## config.mk

```make
export PLATFORM = sky130hd
export DESIGN_NAME = pe_id_scan_loader_flat
export DESIGN_NICKNAME = d
export VERILOG_FILES = /design/src/rtl/pe_id_scan_loader_if.sv /design/src/rtl/pe_id_scan_loader.sv /design/src/flat_wrapper.sv
export SDC_FILE = /design/constraint.sdc
export NUM_CORES = 2
export LEC_CHECK = 0
export CAP_MARGIN = 20
export CORE_AREA = 2 2 407 409
export CTS_CLUSTER_SIZE = 30
export DETAILED_ROUTE_END_ITERATION = 6
export DIE_AREA = 0 0 409 411
export GPL_TIMING_DRIVEN = 0
export PLACE_DENSITY_LB_ADDON = 0.05
export REMOVE_ABC_BUFFERS = 1
export SYNTH_ARGS = -nofsm -noshare
export SYNTH_HDL_FRONTEND = slang
export SYNTH_SLANG_ARGS = --single-unit
export TNS_END_PERCENT = 30
```

## constraint.sdc

```tcl
create_clock -name clk -period 102.8 [get_ports clk]
set_clock_uncertainty 0.05 [all_clocks]
set_input_delay 25.7 -clock clk [delete_from_list [all_inputs] [get_ports clk]]
set_output_delay 25.7 -clock clk [all_outputs]
set_load 0.1 [all_outputs]
```

## src/rtl/pe_id_scan_loader_if.sv

```systemverilog
// MC ID-programming config port: one beat carries either a YID or an XID
// shift for one of the four networks (0 filter, 1 ifmap, 2 ipsum, 3 opsum).
interface pe_id_scan_loader_if #(
  parameter int XID_W = 5,
  parameter int YID_W = 3
);
  logic             cfg_valid;
  logic             cfg_ready;
  logic [1:0]       cfg_net;
  logic             cfg_set_yid;
  logic             cfg_set_xid;
  logic [YID_W-1:0] cfg_yid;
  logic [XID_W-1:0] cfg_xid;

  modport master (
    output cfg_valid, cfg_net, cfg_set_yid, cfg_set_xid, cfg_yid, cfg_xid,
    input  cfg_ready
  );

  modport slave (
    input  cfg_valid, cfg_net, cfg_set_yid, cfg_set_xid, cfg_yid, cfg_xid,
    output cfg_ready
  );
endinterface

```

## src/rtl/pe_id_scan_loader.sv

```systemverilog
// pe_id_scan_loader: snapshots the PE-array ID generator outputs on start and
// shifts them into the GIN/GON multicast-controller ID scan chains, network by
// network, YIDs (ROWS-1..0) then XIDs (ROWS*COLS-1..0), so chain position 0
// ends up holding element 0.
// Optional build macro ID_LOADER_STALL_CNT_EN adds a 16-bit saturating count
// of cycles where a beat was offered but not accepted.
//
// state     | meaning
// S_IDLE    | waiting for start
// S_SHIFT_Y | offering YID beats of the current network
// S_SHIFT_X | offering XID beats of the current network
// S_DONE    | one-cycle done pulse, ln_config updated
module pe_id_scan_loader #(
  parameter int ROWS  = 6,
  parameter int COLS  = 8,
  parameter int XID_W = 5,
  parameter int YID_W = 3,
  parameter int LN_W  = 5
) (
  input  logic                        clk,
  input  logic                        rst,
  input  logic                        start,
  input  logic [ROWS*COLS*XID_W-1:0]  filter_xid_flat,
  input  logic [ROWS*YID_W-1:0]       filter_yid_flat,
  input  logic [ROWS*COLS*XID_W-1:0]  ifmap_xid_flat,
  input  logic [ROWS*YID_W-1:0]       ifmap_yid_flat,
  input  logic [ROWS*COLS*XID_W-1:0]  ipsum_xid_flat,
  input  logic [ROWS*YID_W-1:0]       ipsum_yid_flat,
  input  logic [ROWS*COLS*XID_W-1:0]  opsum_xid_flat,
  input  logic [ROWS*YID_W-1:0]       opsum_yid_flat,
  input  logic [LN_W-1:0]             ln_config_in,
  pe_id_scan_loader_if.master         cfg,
  output logic                        busy,
  output logic                        done,
  output logic [LN_W-1:0]             ln_config
`ifdef ID_LOADER_STALL_CNT_EN
  ,
  output logic [15:0]                 stall_cnt
`endif
);

  localparam int NX    = ROWS * COLS;
  localparam int XW    = NX * XID_W;
  localparam int YW    = ROWS * YID_W;
  localparam int IDX_W = $clog2(NX);
  localparam logic [IDX_W-1:0] IDX_Y_LAST = IDX_W'(ROWS - 1);
  localparam logic [IDX_W-1:0] IDX_X_LAST = IDX_W'(NX - 1);

  typedef enum logic [1:0] {
    S_IDLE    = 2'd0,
    S_SHIFT_Y = 2'd1,
    S_SHIFT_X = 2'd2,
    S_DONE    = 2'd3
  } state_t;

  state_t               state_q, state_d;
  logic [1:0]           net_q, net_d;
  logic [IDX_W-1:0]     idx_q, idx_d;
  logic [3:0][XW-1:0]   xid_snap_q, xid_snap_d;
  logic [3:0][YW-1:0]   yid_snap_q, yid_snap_d;
  logic [LN_W-1:0]      ln_snap_q, ln_snap_d;

  logic                 cfg_valid_q, cfg_valid_d;
  logic [1:0]           cfg_net_q, cfg_net_d;
  logic                 cfg_set_yid_q, cfg_set_yid_d;
  logic                 cfg_set_xid_q, cfg_set_xid_d;
  logic [YID_W-1:0]     cfg_yid_q, cfg_yid_d;
  logic [XID_W-1:0]     cfg_xid_q, cfg_xid_d;
  logic                 busy_q, busy_d;
  logic                 done_q, done_d;
  logic [LN_W-1:0]      ln_config_q, ln_config_d;

  logic                 accept;

  // Valid only exists in the shift states, so a handshake is valid & ready.
  assign accept = cfg_valid_q & cfg.cfg_ready;

  // Next-state, snapshot and index sequencing.
  always_comb begin
    state_d    = state_q;
    net_d      = net_q;
    idx_d      = idx_q;
    xid_snap_d = xid_snap_q;
    yid_snap_d = yid_snap_q;
    ln_snap_d  = ln_snap_q;
    case (state_q)
      S_IDLE: begin
        if (start) begin
          state_d    = S_SHIFT_Y;
          net_d      = 2'd0;
          idx_d      = IDX_Y_LAST;
          xid_snap_d = {opsum_xid_flat, ipsum_xid_flat, ifmap_xid_flat, filter_xid_flat};
          yid_snap_d = {opsum_yid_flat, ipsum_yid_flat, ifmap_yid_flat, filter_yid_flat};
          ln_snap_d  = ln_config_in;
        end
      end
      S_SHIFT_Y: begin
        if (accept) begin
          if (idx_q == '0) begin
            state_d = S_SHIFT_X;
            idx_d   = IDX_X_LAST;
          end else begin
            idx_d = idx_q - 1'b1;
          end
        end
      end
      S_SHIFT_X: begin
        if (accept) begin
          if (idx_q != '0) begin
            idx_d = idx_q - 1'b1;
          end else if (net_q == 2'd3) begin
            state_d = S_DONE;
            idx_d   = '0;
          end else begin
            state_d = S_SHIFT_Y;
            net_d   = net_q + 2'd1;
            idx_d   = IDX_Y_LAST;
          end
        end
      end
      default: begin
        state_d = S_IDLE;
      end
    endcase
  end

  // Registered output values derived from the next state, so the beat shown
  // after each edge always matches the state/index just entered.
  always_comb begin
    cfg_valid_d   = (state_d == S_SHIFT_Y) || (state_d == S_SHIFT_X);
    cfg_set_yid_d = (state_d == S_SHIFT_Y);
    cfg_set_xid_d = (state_d == S_SHIFT_X);
    cfg_net_d     = cfg_valid_d ? net_d : 2'd0;
    cfg_yid_d     = '0;
    cfg_xid_d     = '0;
    if (cfg_set_yid_d) cfg_yid_d = yid_snap_d[net_d][idx_d*YID_W +: YID_W];
    if (cfg_set_xid_d) cfg_xid_d = xid_snap_d[net_d][idx_d*XID_W +: XID_W];
    busy_d        = (state_d != S_IDLE);
    done_d        = (state_d == S_DONE);
    ln_config_d   = (state_d == S_DONE) ? ln_snap_d : ln_config_q;
  end

  // FSM, snapshot and output registers.
  always_ff @(posedge clk or posedge rst) begin
    if (rst) begin
      state_q       <= S_IDLE;
      net_q         <= '0;
      idx_q         <= '0;
      xid_snap_q    <= '0;
      yid_snap_q    <= '0;
      ln_snap_q     <= '0;
      cfg_valid_q   <= 1'b0;
      cfg_net_q     <= '0;
      cfg_set_yid_q <= 1'b0;
      cfg_set_xid_q <= 1'b0;
      cfg_yid_q     <= '0;
      cfg_xid_q     <= '0;
      busy_q        <= 1'b0;
      done_q        <= 1'b0;
      ln_config_q   <= '0;
    end else begin
      state_q       <= state_d;
      net_q         <= net_d;
      idx_q         <= idx_d;
      xid_snap_q    <= xid_snap_d;
      yid_snap_q    <= yid_snap_d;
      ln_snap_q     <= ln_snap_d;
      cfg_valid_q   <= cfg_valid_d;
      cfg_net_q     <= cfg_net_d;
      cfg_set_yid_q <= cfg_set_yid_d;
      cfg_set_xid_q <= cfg_set_xid_d;
      cfg_yid_q     <= cfg_yid_d;
      cfg_xid_q     <= cfg_xid_d;
      busy_q        <= busy_d;
      done_q        <= done_d;
      ln_config_q   <= ln_config_d;
    end
  end

  assign cfg.cfg_valid   = cfg_valid_q;
  assign cfg.cfg_net     = cfg_net_q;
  assign cfg.cfg_set_yid = cfg_set_yid_q;
  assign cfg.cfg_set_xid = cfg_set_xid_q;
  assign cfg.cfg_yid     = cfg_yid_q;
  assign cfg.cfg_xid     = cfg_xid_q;
  assign busy            = busy_q;
  assign done            = done_q;
  assign ln_config       = ln_config_q;

`ifdef ID_LOADER_STALL_CNT_EN
  logic [15:0] stall_cnt_q, stall_cnt_d;

  // Stall counter: restarts with each accepted start, saturates, holds after done.
  always_comb begin
    stall_cnt_d = stall_cnt_q;
    if (state_q == S_IDLE && start) begin
      stall_cnt_d = '0;
    end else if (cfg_valid_q && !cfg.cfg_ready && stall_cnt_q != 16'hFFFF) begin
      stall_cnt_d = stall_cnt_q + 16'd1;
    end
  end

  // Stall counter register.
  always_ff @(posedge clk or posedge rst) begin
    if (rst) stall_cnt_q <= '0;
    else     stall_cnt_q <= stall_cnt_d;
  end

  assign stall_cnt = stall_cnt_q;
`endif

endmodule

```

## src/flat_wrapper.sv

```systemverilog
// flat-port wrapper written by rule: the top's interface ports become plain ports
module pe_id_scan_loader_flat 
#(
  parameter int ROWS  = 6,
  parameter int COLS  = 8,
  parameter int XID_W = 5,
  parameter int YID_W = 3,
  parameter int LN_W  = 5
)
  (clk, rst, start, filter_xid_flat, filter_yid_flat, ifmap_xid_flat, ifmap_yid_flat, ipsum_xid_flat, ipsum_yid_flat, opsum_xid_flat, opsum_yid_flat, ln_config_in, busy, done, ln_config, cfg_cfg_valid, cfg_cfg_net, cfg_cfg_set_yid, cfg_cfg_set_xid, cfg_cfg_yid, cfg_cfg_xid, cfg_cfg_ready);
  pe_id_scan_loader_if #(.XID_W(XID_W), .YID_W(YID_W)) cfg_i ();
  input  logic clk;
  input  logic rst;
  input  logic start;
  input  logic [ROWS*COLS*XID_W-1:0] filter_xid_flat;
  input  logic [ROWS*YID_W-1:0] filter_yid_flat;
  input  logic [ROWS*COLS*XID_W-1:0] ifmap_xid_flat;
  input  logic [ROWS*YID_W-1:0] ifmap_yid_flat;
  input  logic [ROWS*COLS*XID_W-1:0] ipsum_xid_flat;
  input  logic [ROWS*YID_W-1:0] ipsum_yid_flat;
  input  logic [ROWS*COLS*XID_W-1:0] opsum_xid_flat;
  input  logic [ROWS*YID_W-1:0] opsum_yid_flat;
  input  logic [LN_W-1:0] ln_config_in;
  output logic busy;
  output logic done;
  output logic [LN_W-1:0] ln_config;
  output wire logic [$bits(cfg_i.cfg_valid)-1:0] cfg_cfg_valid;
  output wire logic [$bits(cfg_i.cfg_net)-1:0] cfg_cfg_net;
  output wire logic [$bits(cfg_i.cfg_set_yid)-1:0] cfg_cfg_set_yid;
  output wire logic [$bits(cfg_i.cfg_set_xid)-1:0] cfg_cfg_set_xid;
  output wire logic [$bits(cfg_i.cfg_yid)-1:0] cfg_cfg_yid;
  output wire logic [$bits(cfg_i.cfg_xid)-1:0] cfg_cfg_xid;
  input wire logic [$bits(cfg_i.cfg_ready)-1:0] cfg_cfg_ready;
  assign cfg_cfg_valid = cfg_i.cfg_valid;
  assign cfg_cfg_net = cfg_i.cfg_net;
  assign cfg_cfg_set_yid = cfg_i.cfg_set_yid;
  assign cfg_cfg_set_xid = cfg_i.cfg_set_xid;
  assign cfg_cfg_yid = cfg_i.cfg_yid;
  assign cfg_cfg_xid = cfg_i.cfg_xid;
  assign cfg_i.cfg_ready = cfg_cfg_ready;
  pe_id_scan_loader #(.ROWS(ROWS), .COLS(COLS), .XID_W(XID_W), .YID_W(YID_W), .LN_W(LN_W)) u_core (.clk(clk), .rst(rst), .start(start), .filter_xid_flat(filter_xid_flat), .filter_yid_flat(filter_yid_flat), .ifmap_xid_flat(ifmap_xid_flat), .ifmap_yid_flat(ifmap_yid_flat), .ipsum_xid_flat(ipsum_xid_flat), .ipsum_yid_flat(ipsum_yid_flat), .opsum_xid_flat(opsum_xid_flat), .opsum_yid_flat(opsum_yid_flat), .ln_config_in(ln_config_in), .cfg(cfg_i), .busy(busy), .done(done), .ln_config(ln_config));
endmodule
```

After elaboration in Yosys (flattened, before gate mapping)
Index checks and enable logic that the tools add are counted.

word-level totals
  register bits after elaboration = 1067
  bits in latches = 0
  RAM bits = 0
  memory bits (read-only) = 0
  bits of input ports = 1041
  output and inout port bits = 20
  word-level logic and storage cells = 72
  memories kept = 0

cells by class
  $add $sub $neg = 2
  multipliers = 2
  divide/modulo/power cells = 0
  magnitude comparators = 1
  eq/ne operators = 6
  shift-type cells = 2
  muxes and demuxes = 32
  bitwise gates (word level) = 1
  reduce and logical (&&, ||, !) cells = 5

operator list
  kind                                                         count
  two-way mux 960 bit                                          2
  binary-select mux 240 bit (select 2 bit)                     1
  two-way mux 240 bit                                          1
  variable part select 240 x 10 -> 5 bit                       1
  two-way mux 72 bit                                           2
  binary-select mux 18 bit (select 2 bit)                      1
  two-way mux 6 bit                                            5
  two-way mux 2 bit                                            11
  two-way mux 18 bit                                           1
  case mux 6 bit (3 select lines)                              1
  variable part select 18 x 9 -> 3 bit                         1
  two-way mux 5 bit                                            3
  multiplier 6 x 3 -> 9 bit (second input constant)            1
  == test 2 bit (second input constant)                        4
  multiplier 6 x 2 -> 8 bit (second input constant)            1
  zero test 6 bit                                              1
  two-way mux 3 bit                                            2
  case mux 2 bit (3 select lines)                              1
  nonzero test 6 bit                                           1
  subtractor 6 x 1 -> 6 bit (second input constant)            1
  == test 2 x 1 -> 1 bit (second input constant)               2
  case mux 2 bit (2 select lines)                              1
  less-than comparator 2 x 3 -> 1 bit (second input constant)  1
  adder 2 x 1 -> 2 bit (second input constant)                 1
  other kinds (4)                                              4

Depth between registers and ports, before layout
  depth in word-level cells = 9
  gate-level depth with buffers = 18

Worst setup path before layout
Ideal clock, no wire load.

  path type = input -> register
  start = input start
  end = register u_core.cfg_xid_q[3] (netlist: u_core.cfg.cfg_xid[3])
  setup time = 0.176 ns
  arrival time = 28.075 ns
  required time = 102.574 ns
  slack = 74.500 ns
  stages on the path = 14
  buffers on the path = 3
  cell sequence = or3b_1 > clkbuf_1 > and2_4 > buf_6 > nor2_8 > inv_2 > buf_4 > o211ai_1 > o311ai_0 > o311ai_0 > a21oi_1 > or4b_1 > nor3_1 > a2111oi_2

on the way
  cells in the longest elaborated chain, start to end = 6

RTL lines
  element                                                                            line                      RTL
  from (decl)                                                                        flat_wrapper.sv:14        input logic start;
  parallel branches: the longest is 5 deep, another holds multiplier 6 x 3 -> 9 bit  -
  two-way mux 5 bit (*)                                                              pe_id_scan_loader.sv:137  if (cfg_set_xid_d) cfg_xid_d = xid_snap_d[net_d][idx_d*XID_W +: XID_W];
  named net u_core.cfg_xid_d[3]                                                      pe_id_scan_loader.sv:68   logic [XID_W-1:0] cfg_xid_q, cfg_xid_d;
  to (signal assigned)                                                               pe_id_scan_loader.sv:173  cfg_xid_q <= cfg_xid_d;
  to (decl)                                                                          pe_id_scan_loader.sv:68

Mark *: on every way through the listed nets, which the timed path passes. The select of a mux whose other input is x is not followed.
A chain may end at the register's enable or synchronous reset.

Worst setup path in the final report
  start = input start
  end = register u_core.cfg_xid_q[2] (netlist: u_core.cfg.cfg_xid[2])

The elaborated chain is that of the path after synthesis.

==> run metrics <==
IO buf count=1060; RePlAce Congestion=0.807; met3 usage=0.0693; clock root buffer=clkbuf_16; Clock Pin Slew Worst Setup and Hold Paths=0.06 ns; GRT Util Overall=0.249; xor/xnor share of the synthesized area=0.000173; fraction of registers with async set/reset=1.00; P&R area growth vs syn=37.0%; Max transition margin=0.205; RSZ-0062 raised after global routing=no; largest cells by area after synthesis=dfrtp_1, nand2_1, mux2i_1, nor2_1, buf_2; vias=45300; Antenna Nets Post-Route=0; initial core utilization=0.308; share of the synthesized area in compound gates (AO/OA/AOI/OAI)=0.0762; H-tree depth=4; Max Fclk=0.0316 GHz; Die W=409 um; Most Crowded Layer GR=met2; drt via density=4.84; synthesized flop and latch total=1067; CP Max Fanout=122; DP HPWL=155 mm; cell count after synthesis=6062; I/O pins=1061; die height=411 um; final net count=8063; Least-Margin Pin Slew=1.19 ns; CP Launch Type=input pin; layout cell share with drive strength beyond 1=0.0596; max cap viols=0; period utilisation layout=0.308; Primary FF master, synth=dfrtp_1; GR met2 Demand/Resource=0.408; critical path capture point type=flip-flop; Adder-Cell Fraction of Synth Area=0.00124; Post-CTS Setup Bufs=0; hold buffers post-CTS=0; Critical Setup Path Class=input pin to flip-flop; Mapped Avg Cell Area=8.33 um^2; Placed Area=64700 um^2; final setup vio count=0; largest family of logic cells by synthesized area=simple AND/OR/NAND/NOR gates; initial antenna violation count=138; Power Dens Cells=27.8 nW/um^2; pin count of the biggest net entering global routing=123; clk_lat worst skew=0.77 ns; drt pass-1 iters=5; Min-Delay Path Class=flip-flop to flip-flop; Post-Synth Simple-Gate Area=0.283; Yosys cell types=76; vias in the first global route=45400; VDD IR max=0.0198 mV; sum of negative setup slack=0 ns; sequential share of the synthesized area=0.528; # resized after CTS=0; post-synthesis cell area=50500 um^2; YS warnings=0; Tmin final=31.61 ns; DR iter-0 viols=2936; number of synthesized flops with an enable pin=0; Pleak=0.0345 uW; area of the die=168000 um^2; final hold viol count=0; Core Area=164000 um^2; GRT met1 Usage=0.314; Final Max Tran Viols=0; CP arrival=32.19 ns; CTS tree=done; WL/cell=22.8 um; gr ovfl total=0; post-route DRC violation count=0; Crit path required time=103.38 ns; Clock Tree Buf Depth=3; num rows=149; Power Total=1920 uW; cts bufs inserted=133; final std cell area, no fill=69200 um^2; leading area contributor after synthesis=dfrtp_1; DRT Wirelength=214 mm; Num Clock Sinks=1067; mux share of post-synthesis cell area=0.0697; status=completed; Synth top area share=0.528; first-pass GRT wire length=310 mm
-- synthesized netlist by cell type, drive strengths merged, types with 9 or more instances --
| cell type | n |
|---|---|
| mux2i | 325 |
| nand2b | 18 |
| inv | 14 |
| a2111oi | 14 |
| a311oi | 28 |
| nand2 | 3155 |
| a31oi | 29 |
| o311ai | 22 |
| o211a | 15 |
| a211oi | 20 |
| o31ai | 15 |
| or3 | 20 |
| dfrtp | 1067 |
| o21ai | 79 |
| clkbuf | 104 |
| buf | 296 |
| o2111a | 9 |
| o211ai | 112 |
| nor2 | 254 |
| o21a | 20 |
| nor3 | 70 |
| o22ai | 21 |
| a21oi | 114 |
| nand3 | 109 |
| mux2 | 24 |
| nor4 | 11 |
-- registers in the layout, indices dropped and copies added, names as in the netlist, 2 cells and up --
| name | cells |
|---|---|
| u_core.xid_snap_q | 960 |
| u_core.yid_snap_q | 72 |
| u_core.idx_q | 6 |
| u_core.cfg.cfg_xid | 5 |
| u_core.ln_config | 5 |
| u_core.ln_snap_q | 5 |
| u_core.cfg.cfg_yid | 3 |
| u_core.cfg.cfg_net | 2 |
| u_core.net_q | 2 |
| u_core.state_q | 2 |
-- layer usage --
metal / part of all wire / wire, um / vias up
met4: 0.028 / 5920 / 110
met3: 0.067 / 14200 / 394
li1: - / - / 21700
met5: 0.0031 / 665 / -
met1: 0.42 / 90200 / 22000
met2: 0.48 / 103000 / 1165
-- cell type report --
class / count / area [um^2]
antenna: 63 / 158
clock buffer: 202 / 4080
clock inverter: 33 / 314
fill: 16600 / 94600
inverter: 14 / 80.1
multi-input combinational: 4581 / 21800
sequential: 1067 / 26700
tap: 2189 / 2740
timing repair buffer: 1220 / 13400
-- kinds of logic (layout without fill, tap and decap cells) --
kind of cell | count (synthesis) | in the layout
and+or+nand+nor | 3673 | 3673
DFF | 1067 | 1067
AOI/OAI and AO/OA | 553 | 553
buffers and inverters | 414 | 1469
muxes | 349 | 349
adders and majority gates | 5 | 5
xor gates and xnor gates | 1 | 1
other | 0 | 63
-- through the flow --
stage                     worst slack [ns]  utilization  hold slack, ns  cells
after detailed placement             70.20        0.395           0.406   9071
after floorplan                      11.22            -           0.383   5662
final                                71.19        0.422           0.415   9369
after global routing                 70.57        0.422           0.431   9351
after CTS                            71.01        0.421           0.420   9306
after global placement              -52.50        0.377           0.398   8911
-- final timing paths --
kind | from | endpoint | slack (ns) | cells past startpoint
min | u_core.xid_snap_q[896] | u_core.xid_snap_q[896] | 0.41 | 2
min reg2reg | u_core.xid_snap_q[896] | u_core.xid_snap_q[896] | 0.41 | 2
max in group asynchronous | rst | u_core.xid_snap_q[196] | 74.49 | 7
max reg2reg | u_core.state_q[0] | u_core.cfg.cfg_xid[2] | 96.07 | 16
min in group asynchronous | rst | u_core.xid_snap_q[12] | 25.32 | 2
max | start | u_core.cfg.cfg_xid[2] | 71.19 | 17
-- placed cells by master (no fill, tap or decap), drive strengths merged, types with 9 or more instances in the layout --
master / netlist / routed
mux2i: 325 / 325
a2111oi: 14 / 14
nand2b: 18 / 18
buf: 296 / 160
diode: 0 / 63
o211a: 15 / 15
nand3: 109 / 109
a31oi: 29 / 29
a311oi: 28 / 28
nand2: 3155 / 3155
a211oi: 20 / 20
inv: 14 / 20
mux2: 24 / 24
o311ai: 22 / 22
nor3: 70 / 70
o21ai: 79 / 79
nor4: 11 / 11
nor2: 254 / 254
o21a: 20 / 20
clkinv: 0 / 23
o22ai: 21 / 21
a21oi: 114 / 114
clkdlybuf4s50: 0 / 1060
dfrtp: 1067 / 1067
o2111a: 9 / 9
or3: 20 / 20
o211ai: 112 / 112
clkbuf: 104 / 202
o31ai: 15 / 15
-- critical path: stages --
cell,delay (ns)
clkdlybuf4s50_1,0.53
or3b_4,0.74
buf_12,0.32
buf_16,0.27
and2_4,0.36
nor2_8,0.17
buf_16,0.27
inv_8,0.46
buf_16,0.52
buf_16,0.41
nor2_1,0.09
or3_1,0.31
o211ai_1,0.38
o21ai_1,0.14
a2111oi_0,0.76
o2111ai_1,0.21
a41oi_1,0.37
-- power breakdown --
part / switching (uW) / total, uW / internal, uW / leakage, uW
logic: 507 / 790 / 283 / 0.0190
registers: 48.7 / 657 / 608 / 0.0134
clock network: 196 / 477 / 281 / 0.00218
total: 752 / 1920 / 1170 / 0.0345
No activity file was read; power rests on OpenSTA's default activity.
